`config.mk`:
```
export PLATFORM = sky130hd
export DESIGN_NAME = piso_fifo_tx
export DESIGN_NICKNAME = d
export VERILOG_FILES = /design/src/rtl/piso_fifo_tx_pkg.sv /design/src/rtl/piso_fifo_tx_fifo.sv /design/src/rtl/piso_fifo_tx.sv
export SDC_FILE = /design/constraint.sdc
export NUM_CORES = 1
export LEC_CHECK = 0
export CORE_UTILIZATION = 34
export CTS_CLUSTER_DIAMETER = 40
export DETAILED_ROUTE_END_ITERATION = 8
export GPL_TIMING_DRIVEN = 1
export PLACE_DENSITY_LB_ADDON = 0.08
export SETUP_SLACK_MARGIN = 0.05
export SYNTH_ARGS = -nofsm -noshare
export SYNTH_HDL_FRONTEND = slang
export SYNTH_SLANG_ARGS = --single-unit
```
`constraint.sdc`:
```
create_clock -name clk -period 2.5 [get_ports clk]
set_input_delay 0.75 -clock clk [delete_from_list [all_inputs] [get_ports clk]]
set_output_delay 0.75 -clock clk [all_outputs]
set_load 0.005 [all_outputs]
```
`src/rtl/piso_fifo_tx_pkg.sv`:
```
// Shared types and width helpers for the parallel-in serial-out transmitter.
package piso_fifo_tx_pkg;

  // Shift engine states.
  typedef enum logic {
    IDLE  = 1'b0,
    SHIFT = 1'b1
  } state_e;

  // Pointer width for a word FIFO of the given depth (PTR_W).
  function automatic int ptr_w(input int depth);
    return $clog2(depth);
  endfunction

  // Bit counter width for a word of the given width (CNT_W).
  function automatic int cnt_w(input int width);
    return $clog2(width);
  endfunction

endpackage

```
`src/rtl/piso_fifo_tx_fifo.sv`:
```
// Show-ahead synchronous word FIFO with an exact occupancy count.
module sync_word_fifo
  import piso_fifo_tx_pkg::*;
#(
  parameter int WIDTH = 8,
  parameter int DEPTH = 4
) (
  input  logic                     clk,
  input  logic                     rst_n,
  input  logic                     push,
  input  logic [WIDTH-1:0]         wdata,
  input  logic                     pop,
  output logic [WIDTH-1:0]         rdata,
  output logic                     full,
  output logic                     empty,
  output logic [ptr_w(DEPTH):0]    level
);

  localparam int PTR_W = ptr_w(DEPTH);
  localparam int LVL_W = PTR_W + 1;

  logic [WIDTH-1:0] mem_q [DEPTH];
  logic [PTR_W-1:0] wr_ptr_q, rd_ptr_q;
  logic [LVL_W-1:0] level_q;
  logic             do_push, do_pop;

  // Guard against overflow/underflow even if the caller misbehaves.
  assign do_push = push && !full;
  assign do_pop  = pop && !empty;

  // Word storage; contents need no reset.
  always_ff @(posedge clk) begin
    if (do_push) mem_q[wr_ptr_q] <= wdata;
  end

  // Pointers wrap naturally; level tracks the exact number of held words.
  always_ff @(posedge clk or negedge rst_n) begin
    if (!rst_n) begin
      wr_ptr_q <= '0;
      rd_ptr_q <= '0;
      level_q  <= '0;
    end else begin
      if (do_push) wr_ptr_q <= wr_ptr_q + 1'b1;
      if (do_pop)  rd_ptr_q <= rd_ptr_q + 1'b1;
      case ({do_push, do_pop})
        2'b10:   level_q <= level_q + 1'b1;
        2'b01:   level_q <= level_q - 1'b1;
        default: level_q <= level_q;
      endcase
    end
  end

  assign rdata = mem_q[rd_ptr_q];
  assign full  = (level_q == LVL_W'(DEPTH));
  assign empty = (level_q == '0);
  assign level = level_q;

endmodule

```
`src/rtl/piso_fifo_tx.sv`:
```
// Parallel-in serial-out transmitter: word FIFO feeding a framed bit shifter.
module piso_fifo_tx
  import piso_fifo_tx_pkg::*;
#(
  parameter int WIDTH     = 8,
  parameter int DEPTH     = 4,
  parameter int MSB_FIRST = 1
) (
  input  logic                    clk,
  input  logic                    rst_n,
  input  logic [WIDTH-1:0]        datain,
  input  logic                    in_valid,
  output logic                    in_ready,
  output logic                    dataout,
  output logic                    out_valid,
  input  logic                    out_ready,
  output logic                    frame_start,
  output logic                    frame_end,
  output logic [ptr_w(DEPTH):0]   level
);

  localparam int CNT_W = cnt_w(WIDTH);
  localparam logic [CNT_W-1:0] LAST_BIT = CNT_W'(WIDTH - 1);

  logic             fifo_push, fifo_pop, fifo_full, fifo_empty;
  logic [WIDTH-1:0] fifo_rdata;

  state_e           state_q, state_d;
  logic [WIDTH-1:0] shift_q, shift_d;
  logic [CNT_W-1:0] cnt_q, cnt_d;
  logic             dout_q, dout_d;
  logic             valid_q, valid_d;
  logic             fs_q, fs_d;
  logic             fe_q, fe_d;

  // in_ready depends only on the registered level, so a pop cannot free a slot early.
  assign in_ready  = !fifo_full;
  assign fifo_push = in_valid && in_ready;

  sync_word_fifo #(
    .WIDTH(WIDTH),
    .DEPTH(DEPTH)
  ) u_fifo (
    .clk   (clk),
    .rst_n (rst_n),
    .push  (fifo_push),
    .wdata (datain),
    .pop   (fifo_pop),
    .rdata (fifo_rdata),
    .full  (fifo_full),
    .empty (fifo_empty),
    .level (level)
  );

  // Shift engine next state, head-word loading and registered output values.
  always_comb begin
    state_d  = state_q;
    shift_d  = shift_q;
    cnt_d    = cnt_q;
    fifo_pop = 1'b0;
    case (state_q)
      IDLE: begin
        if (!fifo_empty) begin
          fifo_pop = 1'b1;
          shift_d  = fifo_rdata;
          cnt_d    = '0;
          state_d  = SHIFT;
        end
      end
      SHIFT: begin
        if (valid_q && out_ready) begin
          if (cnt_q == LAST_BIT) begin
            cnt_d = '0;
            if (!fifo_empty) begin
              // Load the next word on the same edge so words run back to back.
              fifo_pop = 1'b1;
              shift_d  = fifo_rdata;
            end else begin
              shift_d = '0;
              state_d = IDLE;
            end
          end else begin
            cnt_d   = cnt_q + 1'b1;
            shift_d = (MSB_FIRST != 0) ? (shift_q << 1) : (shift_q >> 1);
          end
        end
      end
      default: state_d = IDLE;
    endcase

    valid_d = (state_d == SHIFT);
    dout_d  = valid_d && ((MSB_FIRST != 0) ? shift_d[WIDTH-1] : shift_d[0]);
    fs_d    = valid_d && (cnt_d == '0);
    fe_d    = valid_d && (cnt_d == LAST_BIT);
  end

  // State, shifter and output registers; reset discards any partially sent word.
  always_ff @(posedge clk or negedge rst_n) begin
    if (!rst_n) begin
      state_q <= IDLE;
      shift_q <= '0;
      cnt_q   <= '0;
      dout_q  <= 1'b0;
      valid_q <= 1'b0;
      fs_q    <= 1'b0;
      fe_q    <= 1'b0;
    end else begin
      state_q <= state_d;
      shift_q <= shift_d;
      cnt_q   <= cnt_d;
      dout_q  <= dout_d;
      valid_q <= valid_d;
      fs_q    <= fs_d;
      fe_q    <= fe_d;
    end
  end

  assign dataout     = dout_q;
  assign out_valid   = valid_q;
  assign frame_start = fs_q;
  assign frame_end   = fe_q;

endmodule

```
# Word level (Yosys, flattened, before mapping)
# Memory sizes are Yosys's and may differ from the RTL's.
# Index checks and enable logic that the tools add are counted.
dict set report word_totals {
  in_bits 12
  n_memories 1
  wordCells 56
  output_inout_bits 8
  mem_bits_rw 32
  mem_bits_ro 0
  latch_bits 0
  register_bits 22
}
# name depth width rd rd_ports_with_merged_regs write_ports line
set memory_table {}
lappend memory_table {u_fifo.mem_q 4 8 1 0 1 piso_fifo_tx_fifo.sv:22} ;# logic [WIDTH-1:0] mem_q [DEPTH];
dict set report op_classes {
  magnitude_cmp 0
  n_mux 19
  eq_ne 7
  div 0
  reduce_logical 13
  shifts 0
  add_sub_neg 5
  multipliers 0
  bitwise 1
}
# cell count
set ops {}
lappend ops {{two-way mux 8 bit} 4}
lappend ops {{case mux 8 bit (2 select lines)} 1}
lappend ops {{case mux 3 bit (2 select lines)} 2}
lappend ops {{equality test 3 bit (second input constant)} 3}
lappend ops {{two-way mux 3 bit} 3}
lappend ops {{logical AND 1 bit} 7}
lappend ops {{two-way mux 1 bit} 7}
lappend ops {{adder 3 x 1 -> 3 bit (second input constant)} 2}
lappend ops {{logical NOT 3 bit} 2}
lappend ops {{adder 2 x 1 -> 2 bit (second input constant)} 2}
lappend ops {{case mux 1 bit (2 select lines)} 2}
lappend ops {{subtractor 3 x 1 -> 3 bit (second input constant)} 1}
lappend ops {{equality test 2 x 1 -> 1 bit (second input constant)} 1}
lappend ops {{equality test 2 bit (second input constant)} 1}
lappend ops {{logical NOT 1 bit} 2}
lappend ops {{inequality test 2 x 1 -> 1 bit (second input constant)} 1}
lappend ops {{inequality test 2 bit (second input constant)} 1}
lappend ops {{AND reduction 2 bit} 1}
lappend ops {{nonzero test 2 bit} 1}
lappend ops {{inverter 1 bit} 1}

# Logic depth before layout (Yosys ltp)
# Gate-level depths: netlist (run 1).
dict set report depth {
  word_depth 8
  depth_mapped 10
  depth_no_buf 10
}

# Hierarchy
# A second synthesis (run 1) with hierarchy kept.
dict set report unflattened {
  hier_cells 167
  hier_area_um2 2482.4
}
# mod area_each_um2 cells_per_inst seq_area_each_um2 instances
set modules_own_cells {}
lappend modules_own_cells {sync_word_fifo 1584.0 80 1136.1 1}
lappend modules_own_cells {piso_fifo_tx 898.4 87 375.4 1}

# Worst setup path before layout (run 1)
# No wires, ideal clock.
dict set report synth_path {
  kind {input-to-reg}
  start {input port out_ready}
  end {register u_fifo.level_q[2], in the netlist u_fifo.level[2]}
  path_stages 8
  setup_slack_ps 280
  setup_ps 79
  path_buffers 0
  t_arrival_ps 2141
  t_required_ps 2421
  cell_sequence {nand2_1 > a21oi_1 > ha_1 > inv_1 > fa_1 > xor2_1 > nor2_1 > xor2_1}
}
dict set report synth_via {
  elab_chain_cells 6
  elab_cells_between_ends 8
  cone_classes {eq/ne: 2; mux: 3; reduce/logical: 3}
}
# element line
set synth_rtl {}
lappend synth_rtl {{start, declared} piso_fifo_tx.sv:16} ;# input logic out_ready,
lappend synth_rtl {{logical AND 1 bit *} piso_fifo_tx.sv:71} ;# if (valid_q && out_ready) begin
lappend synth_rtl {{two-way mux 1 bit *} piso_fifo_tx.sv:71}
lappend synth_rtl {{case mux 1 bit (2 select lines) *} piso_fifo_tx.sv:61} ;# case (state_q)
lappend synth_rtl {{logical AND 1 bit *} piso_fifo_tx_fifo.sv:29} ;# assign do_pop = pop && !empty;
lappend synth_rtl {{named net u_fifo.do_pop} piso_fifo_tx_fifo.sv:25} ;# logic do_push, do_pop;
lappend synth_rtl {{equality test 2 x 1 -> 1 bit or equality test 2 bit (tied branches)} piso_fifo_tx_fifo.sv:45} ;# case ({do_push, do_pop})
lappend synth_rtl {{case mux 3 bit (2 select lines) or nonzero test 2 bit (tied branches)} --}
lappend synth_rtl {{end signal, assigned} piso_fifo_tx_fifo.sv:46} ;# 2'b10: level_q <= level_q + 1'b1;
lappend synth_rtl {{end signal, assigned} piso_fifo_tx_fifo.sv:47} ;# 2'b01: level_q <= level_q - 1'b1;
lappend synth_rtl {{end signal, assigned} piso_fifo_tx_fifo.sv:48} ;# default: level_q <= level_q;
lappend synth_rtl {{end, declared} piso_fifo_tx_fifo.sv:24} ;# logic [LVL_W-1:0] level_q;
# The timed path passes the listed nets; every way through them passes the cells marked *.
# A chain may end at the register's enable or synchronous reset.

# Final worst setup path (run 1)
dict set report layout_path {
  start {register u_fifo.level_q[1], in the netlist u_fifo.level[1]}
  end {output port in_ready}
}
dict set report layout_via {
  elab_chain_cells 2
}
# element line
set layout_rtl {}
lappend layout_rtl {{equality test 3 bit} piso_fifo_tx_fifo.sv:54} ;# assign full = (level_q == LVL_W'(DEPTH));
lappend layout_rtl {{logical NOT 1 bit} piso_fifo_tx.sv:37} ;# assign in_ready = !fifo_full;
lappend layout_rtl {{end, declared} piso_fifo_tx.sv:13} ;# output logic in_ready,
# Every way passes these cells.

==> results of run 1 <==
-- what timing repair did --
action,CTS,global route
hold buffers,0,0
resized for setup,1,2
setup buffers,0,0
setup endpoints to repair,1,2
-- layout make-up --
cell class	count	area (µm²)	area share
Multi-Input combinational cell	72	719.4	0.2682
Inverter	7	26.28	0.009795
Timing Repair Buffer	25	235.2	0.08769
Sequential cell	54	1513	0.5639
Tap cell	77	96.34	0.03591
Clock inverter	3	23.77	0.008862
Clock buffer	5	68.82	0.02565
-- state kept, by name, summed over array words and instances, names as in the netlist --
signal           count
shift_q              8
u_fifo.rd_ptr_q      2
frame_end            1
frame_start          1
u_fifo.wr_ptr_q      2
cnt_q                3
dataout              1
u_fifo.mem_q        32
out_valid            1
u_fifo.level         3
-- worst max-delay path by stage --
stage	from	endpoint	slack, ns	cells after the start
2_1_floorplan	out_ready	u_fifo.level[2]	0.28	8
3_3_place_gp	out_ready	u_fifo.level[2]	-0.13	9
3_5_place_dp	out_ready	u_fifo.level[2]	-0.17	9
4_1_cts	u_fifo.level[1]	in_ready	0.05	2
5_1_grt	u_fifo.level[1]	in_ready	0.06	2
6_report	u_fifo.level[1]	in_ready	0.12	2
-- kinds of logic after synthesis --
kind of cell | share of synthesized area
flops | 0.6616
simple gates | 0.07886
compound gates | 0.06353
buf+inv | 0.02629
mux | 0.09967
fa+ha+maj | 0.04710
xor+xnor | 0.02301
-- per-stage QoR --
step | instance area (µm²) | setup WS (ns) | utilization | TNS, ns | hold slack (ns)
after floorplan | 2285 | 0.2799 | - | 0 | 0.4544
after global placement | 2582 | -0.1310 | 0.4021 | -0.1310 | 0.4911
after detailed placement | 2582 | -0.1673 | 0.4021 | -0.1673 | 0.4960
after CTS | 2676 | 0.05406 | 0.4167 | 0 | 0.5229
after global routing | 2683 | 0.06114 | 0.4177 | 0 | 0.5334
final | 2683 | 0.1189 | 0.4177 | 0 | 0.5239
-- cell usage after synthesis (all sizes together) --
cell / number / area [µm²]
nor2: 1 / 3.750
clkbuf: 3 / 11.26
xor2: 3 / 26.28
or2: 1 / 6.260
o21ai: 1 / 5.000
or3b: 1 / 8.760
edfxtp: 32 / 960.9
fa: 1 / 20.02
and3b: 1 / 8.760
nand2: 4 / 15.01
buf: 2 / 22.52
a211oi: 1 / 7.510
xnor2: 3 / 26.28
mux4: 8 / 183.9
ha: 7 / 87.58
or3: 1 / 6.260
nand3: 2 / 10.01
dfrtp: 22 / 550.5
nor3: 1 / 5.000
a22o: 3 / 26.28
mux2: 3 / 33.78
mux2i: 1 / 10.01
nor2b: 2 / 12.51
o2111a: 1 / 11.26
nand2b: 1 / 6.260
a21bo: 1 / 10.01
or4: 1 / 7.510
and3: 11 / 68.82
a221o: 8 / 80.08
a21oi: 1 / 5.000
inv: 7 / 26.28
and2: 3 / 21.27
-- critical path, stage by stage (launching register included) --
cell	delay, ns
dfrtp_1	0.44
or3b_4	0.42
clkdlybuf4s50_1	0.47
-- routing by layer --
metal,share of wire,global-route usage,vias up
met5,0,0,-
met4,0.013,0.04232,0
met3,0.028,0.03660,6
met2,0.50,0.2198,17
met1,0.46,0.1560,616
li1,-,-,582
-- power by group --
group          switching (µW)  internal, µW
registers                 202          1210
logic                     417           536
clock network             290           201
total                     909          1950
==> summary.md, run 1 <==
| Metric | Value |
|---|---|
| Vias | 1,221 |
| Max_slew headroom | 0.5749 |
| Clock transition at the registers of the reported paths | 0.09 ns |
| CTS tree | yes |
| Die Wd | 83.98 µm |
| Worst path arrival time | 1.63 ns |
| Row cnt | 29 |
| WP data required | 1.75 ns |
| N_diodes | 0 |
| CTS Buf Count | 5 |
| Clock Path Buffers | 2 |
| Peak VDD IR | 552.7 µV |
| Placed cell count | 235 |
| Skew final | 0.005111 ns |
| Most common cell after layout, fill and taps aside | edfxtp_1 |
| Layout cell share with drive strength beyond 1 | 0.1807 |
| Residual DRC count | 1 |
| Hold path cells | 1 |
| Max-Cap Viols | 0 |
| Sequential share of the synthesized area | 0.6616 |
| NumNets Final | 185 |
| Critical path launch point type | flop |
| Layout Cells excl Fill | 243 |
| Tightest Pin Transition | 0.6376 ns |
| Most frequent cells in the layout | edfxtp_1, dfrtp_1, clkdlybuf4s50_1 |
| Synth warn | 0 |
| Clk_lat worst skew | 0.30 ns |
| Via density | 5.025 |
| Drt wl/cell | 16.77 µm |
| Hold crit path type | flop to flop |
| First-pass GRT wire length | 6803 µm |
| Largest net degree at the start of global routing | 23 |
| DRT Pass-1 Iters | 6 |
| GRT overflow | 0 |
| Final Hold Fails | 0 |
| Max Fclk | 0.4200 GHz |
| Core area | 6422 µm² |
| H-tree lvl count | 2 |
| Final HPWL DP | 2869 µm |
| GPL Wtd Cong | 0.7875 |
| RSZ-0062 raised after global routing | no |
| Minimum clock period | 2.381 ns |
| Outcome | finished with violations |
| Worst R2R End | u_fifo.level[2] |
| Input/output buffers | 19 |
| Initial antenna violation count | 0 |
| Vias in the first global route | 1,341 |
| Filler cells | 586 |
| Leakage | 0.001057 µW |
| Io pins | 20 |
| Final Routed Wirelength | 4076 µm |
| CP Capture Type | primary output |
| Startpoint of the worst hold path | shift_q[0] |
| CP Max Fanout | 6 |
| Max Slew Vio Count | 0 |
| Syn nets | 158 |
| Clk root buf | clkbuf_8 |
| Worst Hold Endpoint | shift_q[1] |
| CTS Sinks | 54 |
| Die ar. | 7052 µm² |
| DR iter-0 viols | 49 |
| Tot GR Track Use | 0.1285 |
| Area Growth Syn to Fin | 17.42% |
| Total power | 2859 µW |
| Tcrit/Tclk final | 0.9525 |
| Initial core utilization | 0.3557 |
| Seq cells post-synth | 54 |
| Pwr/cell area | 1066 nW/µm² |
| WS Path Type | flop to primary output |
| R2R setup slack | 0.33 ns |
| Average size of a mapped cell | 16.56 µm² |
| Synth cell types | 34 |
| Die height | 83.98 µm |
| Antenna-violating nets left | 0 |
| Synthesized area | 2285 µm² |
| Post-Syn Instances | 138 |
| Reg-to-reg startpoint | u_fifo.level[1] |
| Failing checks | DRC |
| Final setup vio count | 0 |
| Worst r2r path cells | 9 |
Note: power is estimated with default switching activity, not from simulation.
==> run 2: changes to the inputs <==
--- a/config.mk
+++ b/config.mk
@@ -8,6 +8,7 @@
 export CORE_UTILIZATION = 34
 export CTS_CLUSTER_DIAMETER = 40
 export DETAILED_ROUTE_END_ITERATION = 8
+export GPL_ROUTABILITY_DRIVEN = 0
 export GPL_TIMING_DRIVEN = 1
 export PLACE_DENSITY_LB_ADDON = 0.08
 export SETUP_SLACK_MARGIN = 0.05
==> constraint.sdc (replaced) <==
create_clock -name clk -period 2.15 [get_ports clk]
set_input_delay 0.645 -clock clk [delete_from_list [all_inputs] [get_ports clk]]
set_output_delay 0.645 -clock clk [all_outputs]
set_load 0.005 [all_outputs]
==> summary.md, run 2 (synthesis gave the netlist of run 1 again) <==
| Metric | Value |
|---|---|
| Setup_tns | 0 ns |
| Vias | 1,275 |
| Pwr/cell area | 1238 nW/µm² |
| Sequential power share | 0.445 |
| Residual DRC count | 0 |
| Met3 usage | 0.03660 |
| Clock transition at the registers of the reported paths | 0.09 ns |
| Max-Cap Viols | 0 |
| Final Hold Fails | 0 |
| Final HPWL DP | 2938 µm |
| Via density | 4.942 |
| Io pins | 20 |
| WS Path Type | flop to flop |
| Final setup vio count | 0 |
| Combinational group share of total power | 0.394 |
| Initial core utilization | 0.3557 |
| Drt wl/cell | 16.38 µm |
| Skew final | 0.007488 ns |
| CTS tree | yes |
| Largest registers | u_fifo.mem_q x32, shift_q x8 |
| Switch share | 0.3083 |
| Switch Pwr | 1090 µW |
| GR peak layer | met2 |
| CTS Buf Count | 5 |
| CP Cell Sequence | or3b_4, and2_4, inv_2, ha_2, inv_2, fa_2, xor2_1, nor2_1, xor2_1 |
| H-tree lvl count | 2 |
| DR iter-0 viols | 43 |
| Layout Cells excl Fill | 258 |
| GRT overflow | 0 |
| CP Capture Type | flop |
| Critical path launch point type | flop |
| Largest register FFs | 32 |
| WHS | 0.5184 ns |
| Die Wd | 83.98 µm |
| Layout cell share with drive strength beyond 1 | 0.2818 |
| Max Fclk | 0.4905 GHz |
| CTS Sinks | 54 |
| Critical path buffers and inverters | 2 |
| Worst path arrival time | 2.27 ns |
| Tcrit/Tclk final | 0.9483 |
| Largest net degree at the start of global routing | 23 |
| Outcome | finished, final reports clean |
| First-pass GRT wire length | 7003 µm |
| Leakage | 0.001146 µW |
| Most common cell after layout, fill and taps aside | edfxtp_1 |
| N_diodes | 0 |
| Max_slew headroom | 0.7318 |
| Slowest CP cell | dfrtp_1 |
| Placed cell count | 246 |
| Clock share of power | 0.161 |
| Top reg by flops | u_fifo.mem_q |
| Antenna-violating nets left | 0 |
| Slowest stage delay, CP | 0.40 ns |
| Clk_lat worst skew | 0.31 ns |
| Die height | 83.98 µm |
| Initial antenna violation count | 0 |
| Most frequent cells in the layout | edfxtp_1, dfrtp_1, clkdlybuf4s50_1, buf_4, and3_1 |
| Tightest Pin Transition | 0.4024 ns |
| Total power | 3535 µW |
| DRT Pass-1 Iters | 4 |
| Tot GR Track Use | 0.1331 |
| Filler cells | 561 |
| CP Max Fanout | 3 |
| Met2 usage | 0.2109 |
| Row cnt | 29 |
| WP data required | 2.38 ns |
| Vias in the first global route | 1,396 |
| Die ar. | 7052 µm² |
| RSZ-0062 raised after global routing | yes |
| Top Family by Delay on Critical Path | simple AND/OR/NAND/NOR gates |
| Area Growth Syn to Fin | 24.92% |
| NumNets Final | 200 |
| Clk root buf | clkbuf_8 |
| Clock Path Buffers | 2 |
| Hold crit path type | flop to flop |
| Internal | 2445 µW |
| Core area | 6422 µm² |
| Input/output buffers | 19 |
| Hold-fix buffers at CTS | 0 |
| Final Routed Wirelength | 4227 µm |
| Peak VDD IR | 661.1 µV |
| Max Slew Vio Count | 0 |
| Minimum clock period | 2.039 ns |
| Met1 Track Usage GR | 0.1737 |
run 2: cell count changes in the layout (fill, tap and decap cells not counted), sizes merged:
| cell | delta |
|---|---|
| buf | +15 |
| clkinvlp | -1 |
| clkinv | +1 |
| dlygate4sd2 | +2 |
| clkdlybuf4s50 | -2 |
run 2: final cells by class:
class / instances / area (µm²) / area share
Clock buffer: 5 / 68.82 / 0.02411
Clock inverter: 3 / 25.02 / 0.008768
Inverter: 7 / 26.28 / 0.009206
Timing Repair Buffer: 40 / 395.4 / 0.1385
Sequential cell: 54 / 1513 / 0.5300
Multi-Input combinational cell: 72 / 729.5 / 0.2556
Tap cell: 77 / 96.34 / 0.03376
run 2: layer usage:
| metal | part of all wire | vias to the layer above | wire length (µm) |
|---|---|---|---|
| li1 | - | 615 | - |
| met1 | 0.48 | 638 | 2048 |
| met3 | 0.024 | 4 | 101 |
| met4 | 0.011 | 0 | 48 |
| met5 | 0 | - | 0 |
| met2 | 0.48 | 18 | 2028 |
run 2: per-stage QoR:
step	cell area [µm²]	util	setup slack, ns
after floorplan	2291	-	0.06044
after global placement	2721	0.4237	-0.3299
after detailed placement	2721	0.4237	-0.3806
after CTS	2835	0.4415	0.05197
after global routing	2854	0.4444	-0.01691
final	2854	0.4444	0.1111
run 2: power groups by stage:
stage | clock network (µW) | logic, µW | registers, µW
floorplan | 0 | 835 | 1550
global placement | 0 | 1340 | 1580
detailed placement | 0 | 1370 | 1600
CTS | 594 | 1400 | 1570
global route | 638 | 1540 | 1610
finish | 569 | 1390 | 1570
run 2: repair_timing:
action,4_1_cts,5_1_grt
buffers inserted,2,2
gates resized for setup,5,4
setup endpoints to repair,2,2
pin swaps,4,4
run 2: final timing paths:
path	slack (ns)	end	cells after the start	startpoint
max reg2reg	0.11	u_fifo.level[2]	9	u_fifo.level[0]
max in group asynchronous	1.21	out_valid	2	rst_n
min reg2reg	0.52	shift_q[0]	1	shift_q[0]
min in group asynchronous	0.69	u_fifo.rd_ptr_q[1]	2	rst_n
max	0.11	u_fifo.level[2]	9	u_fifo.level[0]
min	0.52	shift_q[0]	1	shift_q[0]
